===== src/rtl/uart_pkg.sv =====
// Shared encodings for the configurable UART transmitter: parity selection,
// framer states and the minimum usable bit period.
package uart_pkg;

  typedef enum logic [1:0] {
    PAR_NONE = 2'b00,
    PAR_EVEN = 2'b01,
    PAR_ODD  = 2'b10
  } parity_e;

  typedef enum logic [2:0] {
    IDLE,
    START,
    DATA,
    PARITY,
    STOP
  } tx_state_e;

  localparam int MIN_DIV = 2;

endpackage


===== src/rtl/uart_transmitter_cfg_fifo.sv =====
// TX queue: synchronous FIFO with wrap pointers carrying an extra MSB so
// full and empty are distinguishable. Read data is presented combinationally.
module uart_tx_fifo #(
  parameter int WIDTH = 8,
  parameter int DEPTH = 8
) (
  input  logic                   clk,
  input  logic                   reset_n,
  input  logic                   push,
  input  logic                   pop,
  input  logic [WIDTH-1:0]       din,
  output logic [WIDTH-1:0]       dout,
  output logic                   full,
  output logic                   empty,
  output logic [$clog2(DEPTH):0] count
);

  localparam int AW = $clog2(DEPTH);

  logic [WIDTH-1:0] mem [DEPTH];
  logic [AW:0]      wr_ptr;
  logic [AW:0]      rd_ptr;
  logic             do_push;
  logic             do_pop;

  assign empty   = (wr_ptr == rd_ptr);
  assign full    = (wr_ptr[AW] != rd_ptr[AW]) && (wr_ptr[AW-1:0] == rd_ptr[AW-1:0]);
  assign count   = wr_ptr - rd_ptr;
  assign do_push = push && !full;
  assign do_pop  = pop && !empty;
  assign dout    = mem[rd_ptr[AW-1:0]];

  always_ff @(posedge clk) begin
    if (do_push) mem[wr_ptr[AW-1:0]] <= din;
  end

  always_ff @(posedge clk or negedge reset_n) begin
    if (!reset_n) begin
      wr_ptr <= '0;
      rd_ptr <= '0;
    end else begin
      if (do_push) wr_ptr <= wr_ptr + (AW+1)'(1);
      if (do_pop)  rd_ptr <= rd_ptr + (AW+1)'(1);
    end
  end

endmodule


===== src/rtl/uart_transmitter_cfg.sv =====
// Configurable UART transmitter: queued bytes are framed with a runtime
// divisor, parity and stop-bit count latched at the moment each byte is popped.
//
// state  | meaning
// IDLE   | line high, waiting for a queued byte
// START  | start bit (0)
// DATA   | data bits, LSB first
// PARITY | optional parity bit
// STOP   | one or two stop bits (1)
module uart_transmitter_cfg import uart_pkg::*; #(
  parameter int DATA_WIDTH  = 8,
  parameter int FIFO_DEPTH  = 8,
  parameter int DIV_WIDTH   = 16,
  parameter int DEFAULT_DIV = 1085
) (
  input  logic                          clk,
  input  logic                          reset_n,
  input  logic [DATA_WIDTH-1:0]         data_in,
  input  logic                          data_in_valid,
  output logic                          data_in_ready,
  input  logic [DIV_WIDTH-1:0]          cfg_divisor,
  input  logic [1:0]                    cfg_parity,
  input  logic                          cfg_stop2,
  output logic [$clog2(FIFO_DEPTH):0]   fifo_count,
  output logic                          tx_busy,
  output logic                          serial_out
);

  localparam int BW = $clog2(DATA_WIDTH);
  // Only seeds the latched divisor out of reset; every frame reloads it at pop.
  localparam logic [DIV_WIDTH-1:0] RESET_DIV = DIV_WIDTH'(DEFAULT_DIV);

  tx_state_e             state_q, state_d;
  logic [DIV_WIDTH-1:0]  clk_cnt_q, clk_cnt_d;
  logic [DIV_WIDTH-1:0]  div_q, div_d;
  logic [BW-1:0]         bit_cnt_q, bit_cnt_d;
  logic [DATA_WIDTH-1:0] shift_q, shift_d;
  logic                  par_en_q, par_en_d;
  logic                  par_bit_q, par_bit_d;
  logic                  stop2_q, stop2_d;
  logic                  serial_d;
  logic                  ready_en_q;
  logic                  fifo_full, fifo_empty;
  logic [DATA_WIDTH-1:0] fifo_dout;
  logic                  push, load, bit_end;

  assign data_in_ready = ready_en_q && !fifo_full;
  assign push          = data_in_valid && data_in_ready;
  assign tx_busy       = (state_q != IDLE) || !fifo_empty;
  assign bit_end       = (clk_cnt_q == div_q - DIV_WIDTH'(1));

  uart_tx_fifo #(
    .WIDTH (DATA_WIDTH),
    .DEPTH (FIFO_DEPTH)
  ) u_fifo (
    .clk     (clk),
    .reset_n (reset_n),
    .push    (push),
    .pop     (load),
    .din     (data_in),
    .dout    (fifo_dout),
    .full    (fifo_full),
    .empty   (fifo_empty),
    .count   (fifo_count)
  );

  always_comb begin
    state_d   = state_q;
    clk_cnt_d = bit_end ? '0 : clk_cnt_q + DIV_WIDTH'(1);
    bit_cnt_d = bit_cnt_q;
    shift_d   = shift_q;
    div_d     = div_q;
    par_en_d  = par_en_q;
    par_bit_d = par_bit_q;
    stop2_d   = stop2_q;
    serial_d  = serial_out;
    load      = 1'b0;

    case (state_q)
      IDLE: begin
        clk_cnt_d = '0;
        serial_d  = 1'b1;
        load      = !fifo_empty;
      end
      START: if (bit_end) begin
        state_d   = DATA;
        bit_cnt_d = '0;
        serial_d  = shift_q[0];
      end
      DATA: if (bit_end) begin
        if (bit_cnt_q == BW'(DATA_WIDTH-1)) begin
          if (par_en_q) begin
            state_d  = PARITY;
            serial_d = par_bit_q;
          end else begin
            state_d   = STOP;
            bit_cnt_d = '0;
            serial_d  = 1'b1;
          end
        end else begin
          bit_cnt_d = bit_cnt_q + BW'(1);
          shift_d   = shift_q >> 1;
          serial_d  = shift_q[1];
        end
      end
      PARITY: if (bit_end) begin
        state_d   = STOP;
        bit_cnt_d = '0;
        serial_d  = 1'b1;
      end
      STOP: if (bit_end) begin
        if (bit_cnt_q == BW'(stop2_q)) begin
          load = !fifo_empty;
          if (fifo_empty) begin
            state_d  = IDLE;
            serial_d = 1'b1;
          end
        end else begin
          bit_cnt_d = bit_cnt_q + BW'(1);
        end
      end
      default: state_d = IDLE;
    endcase

    // A pop always starts a fresh frame with the configuration seen right now.
    if (load) begin
      state_d   = START;
      clk_cnt_d = '0;
      serial_d  = 1'b0;
      shift_d   = fifo_dout;
      div_d     = (cfg_divisor < DIV_WIDTH'(MIN_DIV)) ? DIV_WIDTH'(MIN_DIV) : cfg_divisor;
      par_en_d  = (cfg_parity == PAR_EVEN) || (cfg_parity == PAR_ODD);
      par_bit_d = (^fifo_dout) ^ (cfg_parity == PAR_ODD);
      stop2_d   = cfg_stop2;
    end
  end

  always_ff @(posedge clk or negedge reset_n) begin
    if (!reset_n) begin
      state_q    <= IDLE;
      clk_cnt_q  <= '0;
      bit_cnt_q  <= '0;
      shift_q    <= '0;
      div_q      <= RESET_DIV;
      par_en_q   <= 1'b0;
      par_bit_q  <= 1'b0;
      stop2_q    <= 1'b0;
      serial_out <= 1'b1;
      ready_en_q <= 1'b0;
    end else begin
      state_q    <= state_d;
      clk_cnt_q  <= clk_cnt_d;
      bit_cnt_q  <= bit_cnt_d;
      shift_q    <= shift_d;
      div_q      <= div_d;
      par_en_q   <= par_en_d;
      par_bit_q  <= par_bit_d;
      stop2_q    <= stop2_d;
      serial_out <= serial_d;
      ready_en_q <= 1'b1;
    end
  end

endmodule

===== config.mk =====
export PLATFORM = sky130hd
export DESIGN_NAME = uart_transmitter_cfg
export DESIGN_NICKNAME = d
export VERILOG_FILES = /design/src/rtl/uart_pkg.sv /design/src/rtl/uart_transmitter_cfg_fifo.sv /design/src/rtl/uart_transmitter_cfg.sv
export SDC_FILE = /design/constraint.sdc
export NUM_CORES = 1
export LEC_CHECK = 0
export BUFFER_PORTS_ARGS = -buffer_cell sky130_fd_sc_hd__buf_2
export CAP_MARGIN = 10
export CORE_MARGIN = 2
export CORE_UTILIZATION = 55
export DETAILED_ROUTE_END_ITERATION = 10
export GPL_ROUTABILITY_DRIVEN = 0
export PLACE_DENSITY_LB_ADDON = 0.08
export RECOVER_POWER = 50
export REMOVE_ABC_BUFFERS = 1
export SLEW_MARGIN = 30
export SYNTH_ARGS = -nofsm -noshare
export SYNTH_HDL_FRONTEND = slang
export SYNTH_SLANG_ARGS = --single-unit

===== constraint.sdc =====
create_clock -name clk -period 4.6 [get_ports clk]
set_input_delay 0.92 -clock clk [delete_from_list [all_inputs] [get_ports clk]]
set_output_delay 0.92 -clock clk [all_outputs]
set_load 0.05 [all_outputs]

==> impl_metrics.py, run 1 <==
metrics = {
    "die": {
        "die_x_um": 110,
        "start_util_pct": 56.4,
        "die_height_um": 110,
        "die_area_sq_mm": 0.0120,
        "core-area_sq_mm": 0.0109,
        "io_pins": 37,
        "rows": 38,
    },
    "global_routing": {
        "grt_pass1_wl_mm": 19.5,
        "grt_max_degree": 60,
        "antenna_found_initial": 0,
        "grt_usage_pct": 22.4,
        "gr-total-overflow": 0,
        "grt_pass1_vias": 3786,
    },
    "critical_path": {
        "end_kind": "primary output",
        "critPathKind": "reg -> out",
        "cp.arrival_ps": 2720,
        "slowest_delay_ps": 560,
        "crit_slowest_cell": "dfrtp_1",
        "start_kind": "flop",
        "cp_top_family": "simple AND/OR/NAND/NOR gates",
        "critPathRequiredTime_ps": 3680,
        "cp_max_fo": 7,
        "worstPathCellList": "clkinv_1 -> ha_1 -> and4_1 -> and2_1 -> inv_1 -> buf_2",
        "critPathBufInv": 3,
    },
    "routing": {
        "via_count": 3803,
        "dr_wl_met3_um": 507,
        "wl_per_cell_um": 18.2,
        "drcViolationCount": 0,
        "drtIter0Drc": 263,
        "wl_mm": 12.2,
        "wl_met1_mm": 5.36,
        "wl_met2_mm": 6.11,
        "drt-pass1-iter-count": 5,
        "top_layer_used": "met4",
        "vias_per_cell": 5.68,
        "drtAntennaViolNets": 0,
    },
    "yosys": {
        "synth_xor_area_share_pct": 7.70,
        "ys_seq_elements": 123,
        "synth_top_family_by_area": "multiplexers",
        "netlist_area_sq_mm": 0.00614,
        "yosys.area_share.simple_pct": 12.5,
        "syn_inst": 474,
        "synth_ff_type": "edfxtp_1",
        "synth_fa_ha_area_share_pct": 2.36,
        "yosysSeqAreaShare_pct": 55.5,
        "synthMuxAreaShare_pct": 14.2,
        "synth_compound_area_share_pct": 4.79,
        "avgSynthCellArea_sq_um": 13.0,
        "synth_edf_count": 64,
        "ys_warn_count": 0,
        "synth_cell_type_count": 66,
        "synth_async_sr_flop_share_pct": 48.0,
    },
    "power_and_ir_drop": {
        "p_int_uw": 2120,
        "clkPwrFrac_pct": 37.8,
        "power_frac_comb_pct": 17.8,
        "powerDensity_mw_per_mm2": 437,
        "p_seq_share_pct": 44.4,
        "power.switching_uw": 920,
        "swShare_pct": 30.3,
        "p_leak_uw": 0.00278,
        "ir_drop_v": 0.000504,
    },
    "sta": {
        "rsz0062_at_grt": "no",
        "fin_skew_ps": 10.5,
        "relSlewSlack_pct": -113,
        "worst_slack_ps": 965,
        "final_hold_viol_count": 0,
        "report.final.setup_viol": 0,
        "period_needed_ps": 3640,
        "fin_crit_sh_pct": 79.0,
        "tightestPinTransition_ps": 3190,
        "max_freq_ghz": 0.275,
        "setup_tns_ps": 0,
        "slew_viol_final": 60,
    },
    "clock_network": {
        "cts_tree": "done",
        "cts_buffers": 17,
        "path_clk_slew_ps": 60,
        "cts-resized-gates": 0,
        "htree_levels": 4,
        "clock_latency_ps": 530,
        "clockBufferDepth": 2,
        "cts-root-buf": "clkbuf_8",
        "cts_setup_buffers": 0,
        "cts_hold_buf": 0,
        "clkSinkCount": 123,
    },
    "placed_design": {
        "port_buffers": 36,
        "place_ws_ps": 682,
        "hpwlAfterDp_mm": 8.51,
    },
    "layout": {
        "layout_common_cells": "edfxtp_1, dfrtp_1, mux2i_1",
        "layout_commonest_cell": "edfxtp_1",
        "area_growth_syn_to_layout_pct": 13.0,
        "antenna_cells": 0,
        "nets": 557,
        "postLayoutCoreUtil_pct": 63.8,
        "n_fill_cell": 818,
        "drive_gt1_share_pct": 19.5,
    },
    "run_status": {
        "violations": "capacitance limit, slew limit",
        "outcome": "finished with violations",
    },
    "job": {
        "drv_cap": 1,
    },
    "worst_hold_path": {
        "hold_path_class": "reg -> reg",
    },
}
## power by group through the flow
stage	combinational [uW]	clock [uW]	sequential, uW
after floorplan	411	0	1340
final	540	1150	1350
after detailed placement	547	0	1370
after global routing	591	1230	1360
after CTS	549	1180	1350
after global placement	537	0	1360
## worst paths after layout
| path | slack, ps | from | endpoint | depth (start not counted) |
|---|---|---|---|---|
| worst max-delay path | 960 | u_fifo.rd_ptr[2] | tx_busy | 6 |
| worst min-delay path | 490 | u_fifo.wr_ptr[3] | u_fifo.wr_ptr[3] | 1 |
| worst max register to register | 1010 | div_q[1] | div_q[9] | 10 |
| worst min register to register | 490 | u_fifo.wr_ptr[3] | u_fifo.wr_ptr[3] | 1 |
| max in group asynchronous | 1240 | reset_n | u_fifo.wr_ptr[1] | 2 |
| min in group asynchronous | 1530 | reset_n | clk_cnt_q[8] | 2 |
## stage by stage
step / total power [uW] / hold WS (ps) / std cells / cell area, sq um
2_1_floorplan: 1750 / 462 / 453 / 6020
3_3_place_gp: 1900 / 476 / 637 / 6430
3_5_place_dp: 1910 / 481 / 637 / 6430
4_1_cts: 3070 / 490 / 669 / 6950
5_1_grt: 3180 / 520 / 669 / 6940
6_report: 3040 / 485 / 669 / 6940
## cell type report
| type | count | area [sq um] | share of cell area (%) |
|---|---|---|---|
| Clock buffer | 19 | 422 | 6.07 |
| Timing Repair Buffer | 44 | 225 | 3.24 |
| Inverter | 15 | 56.3 | 0.811 |
| Sequential cell | 123 | 3410 | 49.1 |
| Multi-Input combinational cell | 315 | 2560 | 36.9 |
| Tap cell | 140 | 175 | 2.52 |
| Clock inverter | 13 | 95.1 | 1.37 |
## Yosys cell counts, types with 3 or more instances
cell type / n / area share (%)
nor3_1: 11 / 0.90
nand4_1: 4 / 0.41
xor2_1: 23 / 3.3
nand3_1: 15 / 1.2
dfstp_2: 7 / 3.0
mux4_2: 12 / 4.4
mux2i_1: 39 / 6.4
dfrtp_1: 52 / 21
clkbuf_1: 10 / 0.61
a21oi_1: 8 / 0.65
xnor2_1: 31 / 4.4
nor4_1: 5 / 0.51
a21o_1: 4 / 0.49
nand2_1: 28 / 1.7
o22ai_1: 3 / 0.31
buf_4: 5 / 0.61
inv_1: 14 / 0.86
ha_1: 10 / 2.0
and3_1: 5 / 0.51
nor2b_1: 5 / 0.51
o21ai_0: 8 / 0.65
mux2_2: 3 / 0.55
buf_6: 3 / 0.55
nor2_1: 36 / 2.2
nor4_2: 3 / 0.61
edfxtp_1: 64 / 31
mux2_1: 16 / 2.9
## logic make-up (layout without fill, tap and decap cells)
| group | count (synthesis) | after routing |
|---|---|---|
| compound gates | 43 | 43 |
| mux | 70 | 70 |
| buf+inv | 36 | 91 |
| flops | 123 | 123 |
| simple gates | 136 | 136 |
| xor+xnor | 54 | 54 |
| fa+ha+maj | 11 | 11 |
| other cells | 1 | 1 |
## sequential cells by signal (all words and copies together), names as in the netlist
register	cells
ready_en_q	1
state_q	3
serial_out	1
u_fifo.mem	64
bit_cnt_q	3
u_fifo.rd_ptr	4
shift_q	8
par_en_q	1
u_fifo.wr_ptr	4
stop2_q	1
div_q	16
par_bit_q	1
clk_cnt_q	16
## per-layer routing
layer  track usage [%]  vias up
met5                 0        -
met4              9.49        0
met3              5.39       18
met2              36.2       86
met1              29.2     1875
li1                  -     1824
Note: power is estimated with default switching activity, not from simulation.
==> run 2: changes to the inputs <==
Settings changed: ABC_AREA set to 1.
Clock period 4.6 ns to 3.55 ns, I/O delays scaled along.
==> run 2 against run 1 <==
Sequential power up 33%. Synthesized cell count rose by 57%. Via count increased by 32%. Global-route usage up 1.4 points. Sequential share of layout area shrank 2.4 points. Utilization increased by 0.69 points. The run still ends with capacitance limit, slew limit left. Area after synthesis is 3.2% higher. Clock power is 53% higher. Routed wire length grew 15%. Power up 56%. Largest power group unchanged.
==> impl_metrics.py, run 2 <==
metrics = {
    "global_routing": {
        "gr-total-overflow": 0,
        "grt_usage_pct": 23.8,
        "grt_max_degree": 48,
        "grt_pass1_wl_mm": 23.4,
        "antenna_found_initial": 0,
        "grt_pass1_vias": 4831,
    },
    "critical_path": {
        "critPathBufInv": 4,
        "cp-startpoint": "u_fifo.rd_ptr[2]",
        "worst-r2r-setup-slack_ps": 590,
        "crit_path_frequent_cell": "inv_1",
        "start_kind": "flop",
        "rr_endpoint": "clk_cnt_q[14]",
        "worstPathCellList": "inv_1 -> ha_1 -> inv_1 -> nor3_1 -> nand2_1 -> inv_1 -> nand2_1 -> buf_2",
        "worst_r2r_path_depth": 10,
        "slowest_delay_ps": 510,
        "cp_max_fo": 12,
        "cp_top_family": "buffers and inverters",
        "cp.arrival_ps": 2540,
        "rr_startpoint": "u_fifo.rd_ptr[2]",
        "end_kind": "primary output",
        "cp-endpoint": "tx_busy",
        "cp_num_cells": 8,
        "critPathRequiredTime_ps": 2840,
        "critPathKind": "reg -> out",
        "crit_slowest_cell": "dfrtp_1",
    },
    "power_and_ir_drop": {
        "p_leak_uw": 0.00324,
        "p_int_uw": 3110,
        "power_uw": 4740,
        "power.switching_uw": 1640,
        "clkPwrFrac_pct": 37.2,
        "ir_drop_v": 0.00114,
        "p_seq_share_pct": 37.9,
        "swShare_pct": 34.5,
        "powerDensity_mw_per_mm2": 650,
        "power_frac_comb_pct": 24.9,
    },
    "routing": {
        "via_count": 5029,
        "drtAntennaViolNets": 0,
        "wl_mm": 14.0,
        "wl_per_cell_um": 14.8,
        "drt-pass1-iter-count": 7,
        "drtIter0Drc": 404,
        "vias_per_cell": 5.29,
        "drcViolationCount": 0,
    },
    "clock_network": {
        "cts-resized-gates": 0,
        "clockBufferDepth": 2,
        "path_clk_slew_ps": 60,
        "cts_tree": "done",
        "cts-root-buf": "clkbuf_16",
        "cts_hold_buf": 0,
        "htree_levels": 4,
        "clkSinkCount": 123,
        "cts_setup_buffers": 0,
        "cts_buffers": 17,
        "clock_latency_ps": 410,
    },
    "yosys": {
        "yosysTopAreaCellShare_pct": 30.3,
        "avgSynthCellArea_sq_um": 8.51,
        "synth_cell_type_count": 39,
        "synth_common_cells": "nand2_1, nor2_1, edfxtp_1",
        "ys_warn_count": 0,
        "synth_async_sr_flop_share_pct": 48.0,
        "synth_ff_type": "edfxtp_1",
        "synth_area_leaders": "edfxtp_1, dfrtp_1, nand2_1",
        "ys_seq_elements": 123,
        "netlist_area_sq_mm": 0.00634,
        "synth_edf_count": 64,
        "syn_inst": 745,
        "synth_most_common_cell": "nand2_1",
        "yosys.area.top_type": "edfxtp_1",
        "yosysSeqAreaShare_pct": 53.7,
    },
    "layout": {
        "antenna_cells": 0,
        "postLayoutCoreUtil_pct": 64.4,
        "nets": 835,
        "layout_commonest_cell": "nand2_1",
        "layout_common_cells": "nand2_1, nor2_1, edfxtp_1",
        "area_growth_syn_to_layout_pct": 15.0,
        "largest_reg_flops": 64,
        "n_fill_cell": 944,
        "drive_gt1_share_pct": 11.4,
    },
    "worst_hold_path": {
        "hold_path_class": "reg -> reg",
        "hold_start": "u_fifo.wr_ptr[3]",
    },
    "sta": {
        "worst_hold_slack_ps": 485,
        "rsz0062_at_grt": "no",
        "slew_viol_final": 48,
        "relSlewSlack_pct": -70.9,
        "fin_crit_sh_pct": 91.7,
        "period_needed_ps": 3250,
        "fin_skew_ps": 8.11,
        "report.final.setup_viol": 0,
        "final_hold_viol_count": 0,
        "worst_slack_ps": 296,
        "tightestPinTransition_ps": 2560,
        "max_freq_ghz": 0.307,
    },
    "die": {
        "io_pins": 37,
        "die_height_um": 111,
        "rows": 39,
        "die_area_sq_mm": 0.0124,
        "start_util_pct": 56.0,
        "die_x_um": 111,
        "core-area_sq_mm": 0.0113,
    },
    "run_status": {
        "violations": "capacitance limit, slew limit",
        "outcome": "finished with violations",
    },
    "placed_design": {
        "place_ws_ps": 635,
        "port_buffers": 36,
        "hpwlAfterDp_mm": 9.77,
    },
    "job": {
        "drv_cap": 1,
    },
}
run 2: cell types whose count changed after synthesis, sizes merged, moves of 20 or more:
cell   change
inv       +50
mux2i     -39
nand2    +185
nand3     +20
nor2      +96
o21ai     +50
xnor2     -24
run 2: final cells by class:
class	instances	area, sq um	area share, %
repair buffers	52	284	3.89
multi-input cells	536	2580	35.4
clock inverters	15	178	2.44
flip-flops and latches	123	3410	46.7
clock buffers	17	425	5.83
well taps	143	179	2.45
inverters	64	240	3.29
run 2: cell families (layout without fill, tap and decap cells):
logic type / after synthesis / count (layout) / share of synthesized area [%]
other cells: 1 / 1 / 0.0591
simple gates: 406 / 406 / 26.2
flops: 123 / 123 / 53.7
compound gates: 83 / 83 / 7.36
buf+inv: 86 / 148 / 5.56
fa+ha+maj: 11 / 11 / 2.29
xor+xnor: 35 / 35 / 4.83
run 2: layer usage:
metal | vias to the layer above | share of wire [%] | GRT usage, % | routed length (um)
met5 | - | 0 | 0 | 0
met4 | 0 | 1.2 | 6.83 | 165
met3 | 15 | 5.8 | 5.82 | 811
met2 | 133 | 48 | 38.2 | 6680
met1 | 2361 | 45 | 32.8 | 6380
li1 | 2520 | - | - | -
run 2: worst reg2reg max path, delay by kind of cell, from the launching register on:
family | cells | cell delay [ps]
adders and majority gates | 1 | 420
buffers and inverters | 3 | 460
DFF | 1 | 510
and+or+nand+nor | 6 | 1490
run 2: how the worst min path moves through the flow:
stage / end / slack (ps) / cells after the start
finish: u_fifo.wr_ptr[3] / 480 / 1
global route: u_fifo.wr_ptr[3] / 500 / 1
CTS: state_q[0] / 330 / 1
detailed placement: u_fifo.wr_ptr[3] / 480 / 1
global placement: u_fifo.wr_ptr[3] / 470 / 1
floorplan: bit_cnt_q[0] / 410 / 0
run 2: power groups by stage:
stage / Sequential [uW] / Clock [uW] / Combinational [uW]
2_1_floorplan: 1810 / 0 / 841
3_3_place_gp: 1820 / 0 / 1150
3_5_place_dp: 1820 / 0 / 1170
4_1_cts: 1800 / 1780 / 1190
5_1_grt: 1820 / 1850 / 1330
6_report: 1800 / 1760 / 1180
run 2: metrics by stage:
step | TNS (ps) | area [sq um] | std cells
after floorplan | -25700 | 6230 | 723
after global placement | 0 | 6710 | 918
after detailed placement | 0 | 6710 | 918
after CTS | 0 | 7310 | 950
after global routing | 0 | 7300 | 950
final | 0 | 7300 | 950
==> run 3: changes to the inputs <==
Settings changed: CELL_PAD_IN_SITES_DETAIL_PLACEMENT set to 0, CELL_PAD_IN_SITES_GLOBAL_PLACEMENT set to 1, CORE_UTILIZATION 55 to 47, PLACE_DENSITY_LB_ADDON 0.08 to 0.1.
==> run 3 against run 2 <==
Critical path type unchanged. Routed wire length rose by 2.2%. Hold slack worse by 4.9 ps. The run still ends with capacitance limit, slew limit left. First-iteration DRC count shrank 12%.
==> impl_metrics.py, run 3 (same netlist as run 2, synthesis figures left out) <==
metrics = {
    "clock_network": {
        "clkSinkCount": 123,
        "cts_tree": "done",
        "clockBufferDepth": 2,
        "cts_buffers": 17,
        "cts_setup_buffers": 0,
        "cts-root-buf": "clkbuf_16",
        "cts-resized-gates": 0,
        "path_clk_slew_ps": 60,
        "clock_latency_ps": 420,
        "htree_levels": 4,
        "cts_hold_buf": 0,
    },
    "routing": {
        "vias_per_cell": 5.04,
        "drt-pass1-iter-count": 5,
        "wl_per_cell_um": 14.6,
        "drcViolationCount": 0,
        "drtAntennaViolNets": 0,
        "drtIter0Drc": 357,
        "wl_mm": 14.4,
        "via_count": 4953,
    },
    "critical_path": {
        "worst-r2r-setup-slack_ps": 760,
        "rr_endpoint": "u_fifo.mem[3][6]",
        "end_kind": "primary output",
        "cp_max_fo": 12,
        "worst_r2r_path_depth": 9,
        "cp.arrival_ps": 2360,
        "critPathRequiredTime_ps": 2840,
        "start_kind": "flop",
        "critPathKind": "reg -> out",
        "rr_startpoint": "u_fifo.rd_ptr[2]",
    },
    "sta": {
        "period_needed_ps": 3070,
        "relSlewSlack_pct": -20.9,
        "worst_hold_slack_ps": 480,
        "fin_skew_ps": 10.2,
        "rsz0062_at_grt": "no",
        "slew_viol_final": 32,
        "max_freq_ghz": 0.326,
        "worst_slack_ps": 479,
        "final_hold_viol_count": 0,
        "fin_crit_sh_pct": 86.5,
        "report.final.setup_viol": 0,
        "tightestPinTransition_ps": 1810,
    },
    "layout": {
        "area_growth_syn_to_layout_pct": 15.4,
        "largest_reg_flops": 64,
        "postLayoutCoreUtil_pct": 55.5,
        "layout_common_cells": "nand2_1, nor2_1, edfxtp_1",
        "drive_gt1_share_pct": 11.0,
        "antenna_cells": 0,
        "regArea_sq_mm": 0.00341,
        "layout_commonest_cell": "nand2_1",
        "n_fill_cell": 1205,
        "multi_input_area_sq_mm": 0.00258,
        "nets": 835,
    },
    "global_routing": {
        "grt_max_degree": 35,
        "grt_pass1_wl_mm": 23.4,
        "grt_pass1_vias": 4799,
        "gr-total-overflow": 0,
        "antenna_found_initial": 0,
        "grt_usage_pct": 21.3,
    },
    "run_status": {
        "outcome": "finished with violations",
        "violations": "capacitance limit, slew limit",
    },
    "die": {
        "io_pins": 37,
        "die_height_um": 120,
        "die_x_um": 120,
        "start_util_pct": 48.1,
        "die_area_sq_mm": 0.0144,
        "rows": 42,
        "core-area_sq_mm": 0.0132,
    },
    "job": {
        "drv_cap": 1,
    },
    "placed_design": {
        "place_ws_ps": 788,
        "hpwlAfterDp_mm": 10.4,
        "port_buffers": 36,
    },
    "worst_hold_path": {
        "hold_start": "par_bit_q",
        "hold_end": "par_bit_q",
        "hold_path_class": "reg -> reg",
        "hold_depth": 2,
    },
    "power_and_ir_drop": {
        "ir_drop_v": 0.000583,
        "p_leak_uw": 0.00321,
        "power_uw": 4640,
        "powerDensity_mw_per_mm2": 634,
    },
}
[run 3: layout make-up]
class,instances,area share (%)
Sequential cell,123,46.5
Multi-Input combinational cell,536,35.3
Clock buffer,20,5.97
Timing Repair Buffer,52,3.98
Inverter,64,3.28
Tap cell,176,3.01
Clock inverter,12,1.93
[run 3: worst max path at each step]
stage	start	to	slack, ps	cells past startpoint
final	u_fifo.rd_ptr[2]	tx_busy	480	8
after global placement	div_q[0]	clk_cnt_q[15]	900	16
after detailed placement	u_fifo.rd_ptr[2]	u_fifo.mem[3][7]	790	9
after CTS	u_fifo.rd_ptr[2]	tx_busy	460	8
after floorplan	u_fifo.rd_ptr[0]	u_fifo.mem[7][0]	-440	8
after global routing	u_fifo.rd_ptr[2]	tx_busy	320	8
[run 3: worst max-delay path, stage by stage (launching register included)]
cell	delay (ps)
dfrtp_1	470
inv_1	230
ha_1	400
inv_1	60
nor3_1	230
nand2_1	150
inv_1	120
nand2_1	60
buf_2	210
[run 3: routing by layer]
| metal | vias to the layer above | GRT usage, % | share of wire [%] |
|---|---|---|---|
| li1 | 2521 | - | - |
| met1 | 2309 | 25.7 | 44 |
| met2 | 104 | 36.2 | 49 |
| met3 | 19 | 6.18 | 4.4 |
| met4 | 0 | 7.50 | 2.0 |
| met5 | - | 0 | 0 |
[run 3: power by group]
| part | switching (uW) | internal [uW] |
|---|---|---|
| clock network | 642 | 1040 |
| registers | 121 | 1670 |
| logic | 796 | 369 |
| total | 1560 | 3080 |
[run 3: metrics by stage]
stage	setup TNS, ps	instance area (sq um)	instances
finish	0	7320	983
floorplan	-25700	6230	723
detailed placement	0	6760	951
global placement	0	6760	951
CTS	0	7340	983
global route	0	7320	983
